===== config.mk =====
export PLATFORM = sky130hd
export DESIGN_NAME = rgb_fade_ctrl_flat
export DESIGN_NICKNAME = d
export VERILOG_FILES = /design/src/rtl/rgb_fade_pkg.sv /design/src/rtl/rgb_fade_ctrl_if.sv /design/src/rtl/rgb_fade_chan.sv /design/src/rtl/rgb_fade_ctrl.sv /design/src/flat_wrapper.sv
export SDC_FILE = /design/constraint.sdc
export NUM_CORES = 1
export LEC_CHECK = 0
export CORE_MARGIN = 2
export CORE_UTILIZATION = 40
export CTS_CLUSTER_DIAMETER = 150
export CTS_CLUSTER_SIZE = 28
export DETAILED_ROUTE_END_ITERATION = 7
export PLACE_DENSITY_LB_ADDON = 0.2
export SLEW_MARGIN = 20
export SYNTH_ARGS = -nofsm -noshare
export SYNTH_HDL_FRONTEND = slang
export SYNTH_HIERARCHICAL = 1
export SYNTH_SLANG_ARGS = --single-unit

===== constraint.sdc =====
create_clock -name clk -period 11.4 [get_ports clk]
set_input_delay 2.28 -clock clk [delete_from_list [all_inputs] [get_ports clk]]
set_output_delay 2.28 -clock clk [all_outputs]
set_load 0.01 [all_outputs]

===== src/rtl/rgb_fade_pkg.sv =====
// Shared types and constants for the RGB fade sequencer.
// Holds the gamma curve used when RGB_FADE_GAMMA_EN is defined.
package rgb_fade_pkg;

    typedef enum logic {
        IDLE = 1'b0,
        FADE = 1'b1
    } state_t;

    localparam int CHAN_W = 8;
    localparam int CMD_W  = 24;

    // Bit positions of each channel inside the packed {R,G,B} command word
    localparam int R_LSB = 16;
    localparam int G_LSB = 8;
    localparam int B_LSB = 0;

    // Approximate square-law curve: (v*v + 255) >> 8 keeps 0->0, 1->1 and 255->255
    function automatic logic [CHAN_W-1:0] gamma(input logic [CHAN_W-1:0] v);
        logic [2*CHAN_W-1:0] v_wide;
        logic [2*CHAN_W-1:0] sq;
        v_wide = {{CHAN_W{1'b0}}, v};
        sq     = v_wide * v_wide + 16'd255;
        return sq[2*CHAN_W-1:CHAN_W];
    endfunction

endpackage


===== src/rtl/rgb_fade_ctrl_if.sv =====
// Command port of the fade sequencer: valid/ready handshake carrying a target
// colour and the instant-jump qualifier.
interface rgb_fade_ctrl_if;
    import rgb_fade_pkg::*;

    logic              cmd_valid;
    logic              cmd_ready;
    logic [CMD_W-1:0]  cmd_rgb;
    logic              cmd_instant;

    modport master (
        output cmd_valid,
        output cmd_rgb,
        output cmd_instant,
        input  cmd_ready
    );

    modport slave (
        input  cmd_valid,
        input  cmd_rgb,
        input  cmd_instant,
        output cmd_ready
    );

endinterface


===== src/rtl/rgb_fade_chan.sv =====
// One colour channel: holds current and target value and computes the
// saturating step toward target using 9-bit arithmetic.
module rgb_fade_chan
    import rgb_fade_pkg::*;
#(
    parameter int STEP_SIZE = 1
) (
    input  logic              clk,
    input  logic              rst,
    input  logic              i_load,
    input  logic              i_jump,
    input  logic              i_step,
    input  logic [CHAN_W-1:0] i_tgt,
    output logic [CHAN_W-1:0] o_nxt,
    output logic              o_at_target,
    output logic              o_eq_cmd
);

    localparam logic [CHAN_W:0] STEP9 = (CHAN_W+1)'(STEP_SIZE);

    logic [CHAN_W-1:0] r_cur;
    logic [CHAN_W-1:0] r_tgt;

    logic [CHAN_W:0]   w_cur9;
    logic [CHAN_W:0]   w_tgt9;
    logic [CHAN_W:0]   w_up9;
    logic [CHAN_W:0]   w_dn9;
    logic [CHAN_W:0]   w_dn_lim9;
    logic [CHAN_W-1:0] w_step_val;
    logic [CHAN_W-1:0] w_nxt;

    assign w_cur9    = {1'b0, r_cur};
    assign w_tgt9    = {1'b0, r_tgt};
    assign w_up9     = w_cur9 + STEP9;
    assign w_dn9     = w_cur9 - STEP9;
    assign w_dn_lim9 = w_tgt9 + STEP9;

    // Clamp to target whenever a full step would reach or pass it
    always_comb begin
        w_step_val = r_cur;
        if (r_tgt > r_cur) begin
            w_step_val = (w_up9 >= w_tgt9) ? r_tgt : w_up9[CHAN_W-1:0];
        end else if (r_tgt < r_cur) begin
            w_step_val = (w_cur9 <= w_dn_lim9) ? r_tgt : w_dn9[CHAN_W-1:0];
        end
    end

    assign w_nxt       = i_jump ? i_tgt : (i_step ? w_step_val : r_cur);
    assign o_nxt       = w_nxt;
    assign o_at_target = (w_nxt == r_tgt);
    assign o_eq_cmd    = (i_tgt == r_cur);

    always_ff @(posedge clk or posedge rst) begin
        if (rst) begin
            r_cur <= '0;
            r_tgt <= '0;
        end else begin
            r_cur <= w_nxt;
            if (i_load) begin
                r_tgt <= i_tgt;
            end
        end
    end

endmodule


===== src/rtl/rgb_fade_ctrl.sv =====
// RGB fade sequencer: jumps or fades linearly to commanded colours and drives
// the PWM duty values with a shared load strobe. Optional macro RGB_FADE_GAMMA_EN
// applies a square-law curve to the registered outputs.
module rgb_fade_ctrl
    import rgb_fade_pkg::*;
#(
    parameter int STEP_CYCLES = 1024,
    parameter int STEP_SIZE   = 1
) (
    input  logic               clk,
    input  logic               rst,
    rgb_fade_ctrl_if.slave     cmd,
    input  logic               abort,
    output logic [CHAN_W-1:0]  r_value,
    output logic [CHAN_W-1:0]  g_value,
    output logic [CHAN_W-1:0]  b_value,
    output logic               pwm_en,
    output logic               busy,
    output logic               done
);

    localparam logic [15:0] PRESC_LAST = 16'(STEP_CYCLES - 1);

    state_t            r_state;
    logic [15:0]       r_presc;
    logic              r_fin_pend;
    logic              r_cmd_ready;
    logic              r_busy;
    logic              r_done;
    logic              r_pwm_en;
    logic [CHAN_W-1:0] r_r_value;
    logic [CHAN_W-1:0] r_g_value;
    logic [CHAN_W-1:0] r_b_value;

    logic              w_accept;
    logic              w_same;
    logic              w_jump;
    logic              w_tc;
    logic              w_step;
    logic              w_all_at;
    logic [2:0]        w_eq;
    logic [2:0]        w_at;
    logic [CHAN_W-1:0] w_r_nxt;
    logic [CHAN_W-1:0] w_g_nxt;
    logic [CHAN_W-1:0] w_b_nxt;

    function automatic logic [CHAN_W-1:0] out_map(input logic [CHAN_W-1:0] v);
`ifdef RGB_FADE_GAMMA_EN
        return gamma(v);
`else
        return v;
`endif
    endfunction

    assign w_accept = cmd.cmd_valid && (r_state == IDLE);
    assign w_same   = &w_eq;
    assign w_jump   = w_accept && (cmd.cmd_instant || w_same);
    assign w_tc     = (r_state == FADE) && (r_presc == PRESC_LAST);
    // The cycle after the final step is spent in FADE only to retire it
    assign w_step   = w_tc && !abort && !r_fin_pend;
    assign w_all_at = &w_at;

    rgb_fade_chan #(.STEP_SIZE(STEP_SIZE)) u_chan_r (
        .clk         (clk),
        .rst         (rst),
        .i_load      (w_accept),
        .i_jump      (w_jump),
        .i_step      (w_step),
        .i_tgt       (cmd.cmd_rgb[R_LSB +: CHAN_W]),
        .o_nxt       (w_r_nxt),
        .o_at_target (w_at[2]),
        .o_eq_cmd    (w_eq[2])
    );

    rgb_fade_chan #(.STEP_SIZE(STEP_SIZE)) u_chan_g (
        .clk         (clk),
        .rst         (rst),
        .i_load      (w_accept),
        .i_jump      (w_jump),
        .i_step      (w_step),
        .i_tgt       (cmd.cmd_rgb[G_LSB +: CHAN_W]),
        .o_nxt       (w_g_nxt),
        .o_at_target (w_at[1]),
        .o_eq_cmd    (w_eq[1])
    );

    rgb_fade_chan #(.STEP_SIZE(STEP_SIZE)) u_chan_b (
        .clk         (clk),
        .rst         (rst),
        .i_load      (w_accept),
        .i_jump      (w_jump),
        .i_step      (w_step),
        .i_tgt       (cmd.cmd_rgb[B_LSB +: CHAN_W]),
        .o_nxt       (w_b_nxt),
        .o_at_target (w_at[0]),
        .o_eq_cmd    (w_eq[0])
    );

    always_ff @(posedge clk or posedge rst) begin
        if (rst) begin
            r_state     <= IDLE;
            r_presc     <= '0;
            r_fin_pend  <= 1'b0;
            r_cmd_ready <= 1'b1;
            r_busy      <= 1'b0;
            r_done      <= 1'b0;
            r_pwm_en    <= 1'b0;
            r_r_value   <= '0;
            r_g_value   <= '0;
            r_b_value   <= '0;
        end else begin
            r_r_value <= out_map(w_r_nxt);
            r_g_value <= out_map(w_g_nxt);
            r_b_value <= out_map(w_b_nxt);
            r_pwm_en  <= 1'b0;
            r_done    <= 1'b0;
            case (r_state)
                IDLE: begin
                    if (w_accept) begin
                        if (w_jump) begin
                            r_pwm_en <= 1'b1;
                            r_done   <= 1'b1;
                        end else begin
                            r_state     <= FADE;
                            r_presc     <= '0;
                            r_fin_pend  <= 1'b0;
                            r_busy      <= 1'b1;
                            r_cmd_ready <= 1'b0;
                        end
                    end
                end
                FADE: begin
                    if (abort || r_fin_pend) begin
                        r_state     <= IDLE;
                        r_presc     <= '0;
                        r_fin_pend  <= 1'b0;
                        r_busy      <= 1'b0;
                        r_cmd_ready <= 1'b1;
                    end else if (w_tc) begin
                        r_presc  <= '0;
                        r_pwm_en <= 1'b1;
                        if (w_all_at) begin
                            r_done     <= 1'b1;
                            r_fin_pend <= 1'b1;
                        end
                    end else begin
                        r_presc <= r_presc + 16'd1;
                    end
                end
                default: r_state <= IDLE;
            endcase
        end
    end

    assign cmd.cmd_ready = r_cmd_ready;
    assign busy          = r_busy;
    assign done          = r_done;
    assign pwm_en        = r_pwm_en;
    assign r_value       = r_r_value;
    assign g_value       = r_g_value;
    assign b_value       = r_b_value;

endmodule


===== src/flat_wrapper.sv =====
// flat-port wrapper written by rule: the top's interface ports become plain ports
module rgb_fade_ctrl_flat import rgb_fade_pkg::*;
#(
    parameter int STEP_CYCLES = 1024,
    parameter int STEP_SIZE   = 1
)
  (clk, rst, abort, r_value, g_value, b_value, pwm_en, busy, done, cmd_cmd_valid, cmd_cmd_rgb, cmd_cmd_instant, cmd_cmd_ready);
  rgb_fade_ctrl_if cmd_i ();
  input  logic clk;
  input  logic rst;
  input  logic abort;
  output logic [CHAN_W-1:0] r_value;
  output logic [CHAN_W-1:0] g_value;
  output logic [CHAN_W-1:0] b_value;
  output logic pwm_en;
  output logic busy;
  output logic done;
  input wire logic [$bits(cmd_i.cmd_valid)-1:0] cmd_cmd_valid;
  input wire logic [$bits(cmd_i.cmd_rgb)-1:0] cmd_cmd_rgb;
  input wire logic [$bits(cmd_i.cmd_instant)-1:0] cmd_cmd_instant;
  output wire logic [$bits(cmd_i.cmd_ready)-1:0] cmd_cmd_ready;
  assign cmd_i.cmd_valid = cmd_cmd_valid;
  assign cmd_i.cmd_rgb = cmd_cmd_rgb;
  assign cmd_i.cmd_instant = cmd_cmd_instant;
  assign cmd_cmd_ready = cmd_i.cmd_ready;
  rgb_fade_ctrl #(.STEP_CYCLES(STEP_CYCLES), .STEP_SIZE(STEP_SIZE)) u_core (.clk(clk), .rst(rst), .cmd(cmd_i), .abort(abort), .r_value(r_value), .g_value(g_value), .b_value(b_value), .pwm_en(pwm_en), .busy(busy), .done(done));
endmodule

==> summary by stage <==
Status
The flow ran to the end, and the final reports show no timing, DRC or antenna violations.

CTS
The H-tree was split into 3 levels. Gates resized during post-CTS repair numbered 0. Buffers added to address setup during post-CTS repair amount to 0. The library cell used as clock root buffer is sky130_fd_sc_hd__clkbuf_16. In this run the deepest clock path goes through 2 buffers. TritonCTS built the clock tree.

The later pin in the worst-skew pair is clocked with a latency of 370 ps. The hold buffer count at CTS is 0. The clock sink count is 94. The number of buffers inserted during clock tree synthesis is 9.

The clock-pin slew of the registers on the worst-case setup and hold paths is 70 ps.

Worst setup path
The critical path in this run is classified as input pin to flip-flop. In this design, the critical path's most frequently occurring cell is sky130_fd_sc_hd__nand4_1. Walking the worst path, the cells encountered are clkdlybuf4s50_1 > xnor2_1 > nand4_1 > nor2_1 > a31oi_1 > nand2b_1 > inv_2 > buf_4 > inv_1 > nor3_1 > a21oi_1 > o21ai_0 > nand2_1 > or4_1 > nor4_2 > nand4_1 > a2111oi_2 > nand3_1 > a211oi_1 > o22a_1. The capturing element type of the critical path is a flip-flop. The data arrival at the endpoint of the critical path is 7820 ps. The largest individual stage delay along the critical path comes from the cell sky130_fd_sc_hd__or4_1. STA puts the critical path data required time at 11,710 ps. The maximum single-stage delay on the critical path is 530 ps. Of all nets on the critical path, the largest fanout is 44.

STA classifies the critical path startpoint as an input pin.

Layout
The final cell count without fillers is 1,399. The top cell types in the final layout, fill and taps aside, are sky130_fd_sc_hd__dfrtp_1 (93), sky130_fd_sc_hd__nand2_1 (82), sky130_fd_sc_hd__ha_1 (82), sky130_fd_sc_hd__nor2_1 (80), sky130_fd_sc_hd__xnor2_1 (77). The fill cell total of the finished layout is 2,137. In the final layout, the share of cells above drive strength 1 is 0.0849. The layout overhead on the synthesized area is 11.4%. In the final design database the tool counted 1,225 nets.

0 antenna diodes ended up in the layout. The most common cell after layout, fill and taps aside is sky130_fd_sc_hd__dfrtp_1.

Pwr
The switching power is 0.897 mW. The maximum resistive drop on vdd is 0.0926 mV. The internal portion of the total power is 0.946 mW. The share of total power dissipated in combinational logic is 0.550.

Of the total power, the share spent switching nets is 0.487. The total leakage power is 4.13 nW. The power consumption is 1.84 mW. Of the total power, the clock network draws 0.171. The part of the power in registers is 0.280. In this run the power density over the cells is 183 mW/mm2.

Routing
The number of design rule violations left after detail routing is 0. The first-pass detailed-route iteration total is 6. The via density per instance is 6.24. In the final routed layout, each cell accounts on average for 21.5 um. The detailed-route wire length is 30.1 mm. The number of nets with antenna violations after routing is 0. The routed layout has 8,730 vias. The violation count after the first detailed-routing iteration is 949.

Timing
The final-report setup violation count is 0. Measured against its own limit, the worst slew margin works out to 0.466. The final period utilization is 0.659. At the pin with the least slew margin, the transition time is 780 ps.

Setup repair after global routing left no endpoint under its margin. The fmax is 133 MHz. Clock skew on the completed layout was measured at 11.1 ps. The tightest hold path in the finished design has a slack of 525 ps. The final max-slew violation count is 0. For the final routed database, the setup TNS stands at 0 ps. The final critical path time including I/O delays and setup is 7510 ps.

The total count of hold-check failures in the final report is 0.

Synth
Summed over all instances, the cell type with the most area after synthesis is sky130_fd_sc_hd__dfrtp_1. Of the post-synthesis cell area, the dominant cell type holds 0.258. The post-synthesis instance area is 0.00903 mm2.

The post-synthesis area per instance is 8.31 um2. Yosys mapped a number of flops with a built-in enable equal to 0. By area the synthesized netlist is led by sky130_fd_sc_hd__dfrtp_1 (26%), sky130_fd_sc_hd__ha_1 (11%), sky130_fd_sc_hd__xnor2_1 (7.5%).

The cell count after synthesis came out at 1,086. The share of synthesized flip-flops with an asynchronous set or reset is 1.00. Of the synthesized area, sequential elements account for 0.261. The number of different library cells in the post-synthesis netlist is 99. The net count of the mapped netlist is 1,197. For this run, the leading register cell type out of synthesis is sky130_fd_sc_hd__dfrtp_1. After synthesis the netlist holds a flip-flop and latch count of 94. The number of warning messages in the yosys log is 6.

GRT
In this run the most used layer during global routing was met2. For this run, global-route usage on met3 was measured as 0.0409. The initial antenna violation count is 0.

The total global routing overflow is 0. The maximum number of pins on one net before global-route repair is 52. The total routing usage reported by global routing is 0.255. The first global-routing pass estimated 47.7 mm of wire. In the global route stage, met1 resource usage came out at 0.364. The met2 global-route usage is 0.389.

The number of global-route vias before repair came to 8,412.

Place
The number of buffers inserted by port buffering is 56. The global placement routability congestion is 0.945. The number of instances in the placed design is 1,383. The post-DP HPWL is 22.5 mm.

Die
The number of I/O pins is 57. The y dimension of the die is 154 um. The full die area is 0.0238 mm2. The overall die width is 154 um.

The floorplan row count is 54. The core region is 0.0220 mm2. For this configuration, the core starts out at a cell density of 0.411.

Worst hold path
The path class of the tightest hold or removal check is flip-flop to flip-flop.

Run
Across the run, the number of max-cap violations was 0.
==> state kept, by name, summed over array words and instances (netlist names) <==
| signal | cells |
|---|---|
| u_core/b_value | 8 |
| u_core/r_value | 8 |
| u_core/u_chan_b/r_tgt | 8 |
| u_core/g_value | 8 |
| u_core/r_state | 1 |
| u_core/r_fin_pend | 1 |
| u_core/busy | 1 |
| u_core/u_chan_b/r_cur | 8 |
| u_core/done | 1 |
| u_core/u_chan_r/r_cur | 8 |
| u_core/cmd.cmd_ready | 1 |
| u_core/u_chan_r/r_tgt | 8 |
| u_core/r_presc | 16 |
| u_core/pwm_en | 1 |
| u_core/u_chan_g/r_cur | 8 |
| u_core/u_chan_g/r_tgt | 8 |
==> cell type report <==
class                           instances  area, um2  share of cell area
Multi-Input combinational cell        870       6160               0.612
Sequential cell                        94       2350               0.234
Timing Repair Buffer                   62        606              0.0602
Tap cell                              280        350              0.0348
Inverter                               77        289              0.0287
Clock buffer                            9        225              0.0224
Clock inverter                          7       75.1             0.00746
==> metrics by stage <==
stage | setup WS (ps) | area (um2) | utilization
3_3_place_gp | 3750 | 9760 | 0.445
6_report | 3890 | 10100 | 0.458
2_1_floorplan | 5870 | 9030 | -
5_1_grt | 3510 | 10100 | 0.458
3_5_place_dp | 3650 | 9760 | 0.445
4_1_cts | 4020 | 10100 | 0.458
==> synth_stat cells (22+ instances only) <==
cell                       count
sky130_fd_sc_hd__a21oi_1      69
sky130_fd_sc_hd__a31oi_1      22
sky130_fd_sc_hd__clkbuf_1     26
sky130_fd_sc_hd__dfrtp_1      93
sky130_fd_sc_hd__ha_1         82
sky130_fd_sc_hd__inv_1        63
sky130_fd_sc_hd__nand2_1      82
sky130_fd_sc_hd__nand3_1      53
sky130_fd_sc_hd__nand4_1      28
sky130_fd_sc_hd__nor2_1       80
sky130_fd_sc_hd__nor3_1       30
sky130_fd_sc_hd__o21ai_0      66
sky130_fd_sc_hd__xnor2_1      77
==> kinds of logic after synthesis <==
| logic type | after synthesis | synth area share |
|---|---|---|
| AND/OR/NAND/NOR | 381 | 0.231 |
| AO/OA/AOI/OAI | 315 | 0.246 |
| buffers and inverters | 122 | 0.0583 |
| flip-flops | 94 | 0.261 |
| XOR/XNOR | 86 | 0.0834 |
| adder cells (fa/ha/maj) | 82 | 0.114 |
| multiplexers | 6 | 0.00679 |
==> worst max-delay path, delay by kind of cell <==
family,cells,cell delay (ps)
AO/OA/AOI/OAI,6,1360
XOR/XNOR,1,280
buffers and inverters,4,1760
AND/OR/NAND/NOR,9,2080
==> power groups by stage <==
stage | combinational, mW | sequential (mW) | clock (mW)
6_report | 1.01 | 0.515 | 0.315
5_1_grt | 1.12 | 0.522 | 0.336
4_1_cts | 0.992 | 0.510 | 0.324
3_5_place_dp | 0.984 | 0.517 | 0
3_3_place_gp | 0.984 | 0.519 | 0
2_1_floorplan | 0.762 | 0.451 | 0
==> layer usage <==
layer,up-vias,wire length [um]
li1,4098,-
met1,4201,13900
met2,365,13200
met3,66,2020
met4,0,932
met5,-,0
==> worst paths after layout <==
| path | from | endpoint | slack, ps | cells past startpoint |
|---|---|---|---|---|
| max in group asynchronous | rst | u_core/cmd.cmd_ready | 8200 | 3 |
| min | u_core/r_presc[8] | u_core/r_presc[8] | 530 | 1 |
| max | cmd_cmd_rgb[5] | u_core/r_fin_pend | 3890 | 20 |
| max reg2reg | u_core/u_chan_b/r_cur[2] | u_core/r_fin_pend | 5750 | 19 |
| min in group asynchronous | rst | u_core/b_value[7] | 2360 | 2 |
| min reg2reg | u_core/r_presc[8] | u_core/r_presc[8] | 530 | 1 |
No activity file was read; power rests on OpenSTA's default activity.
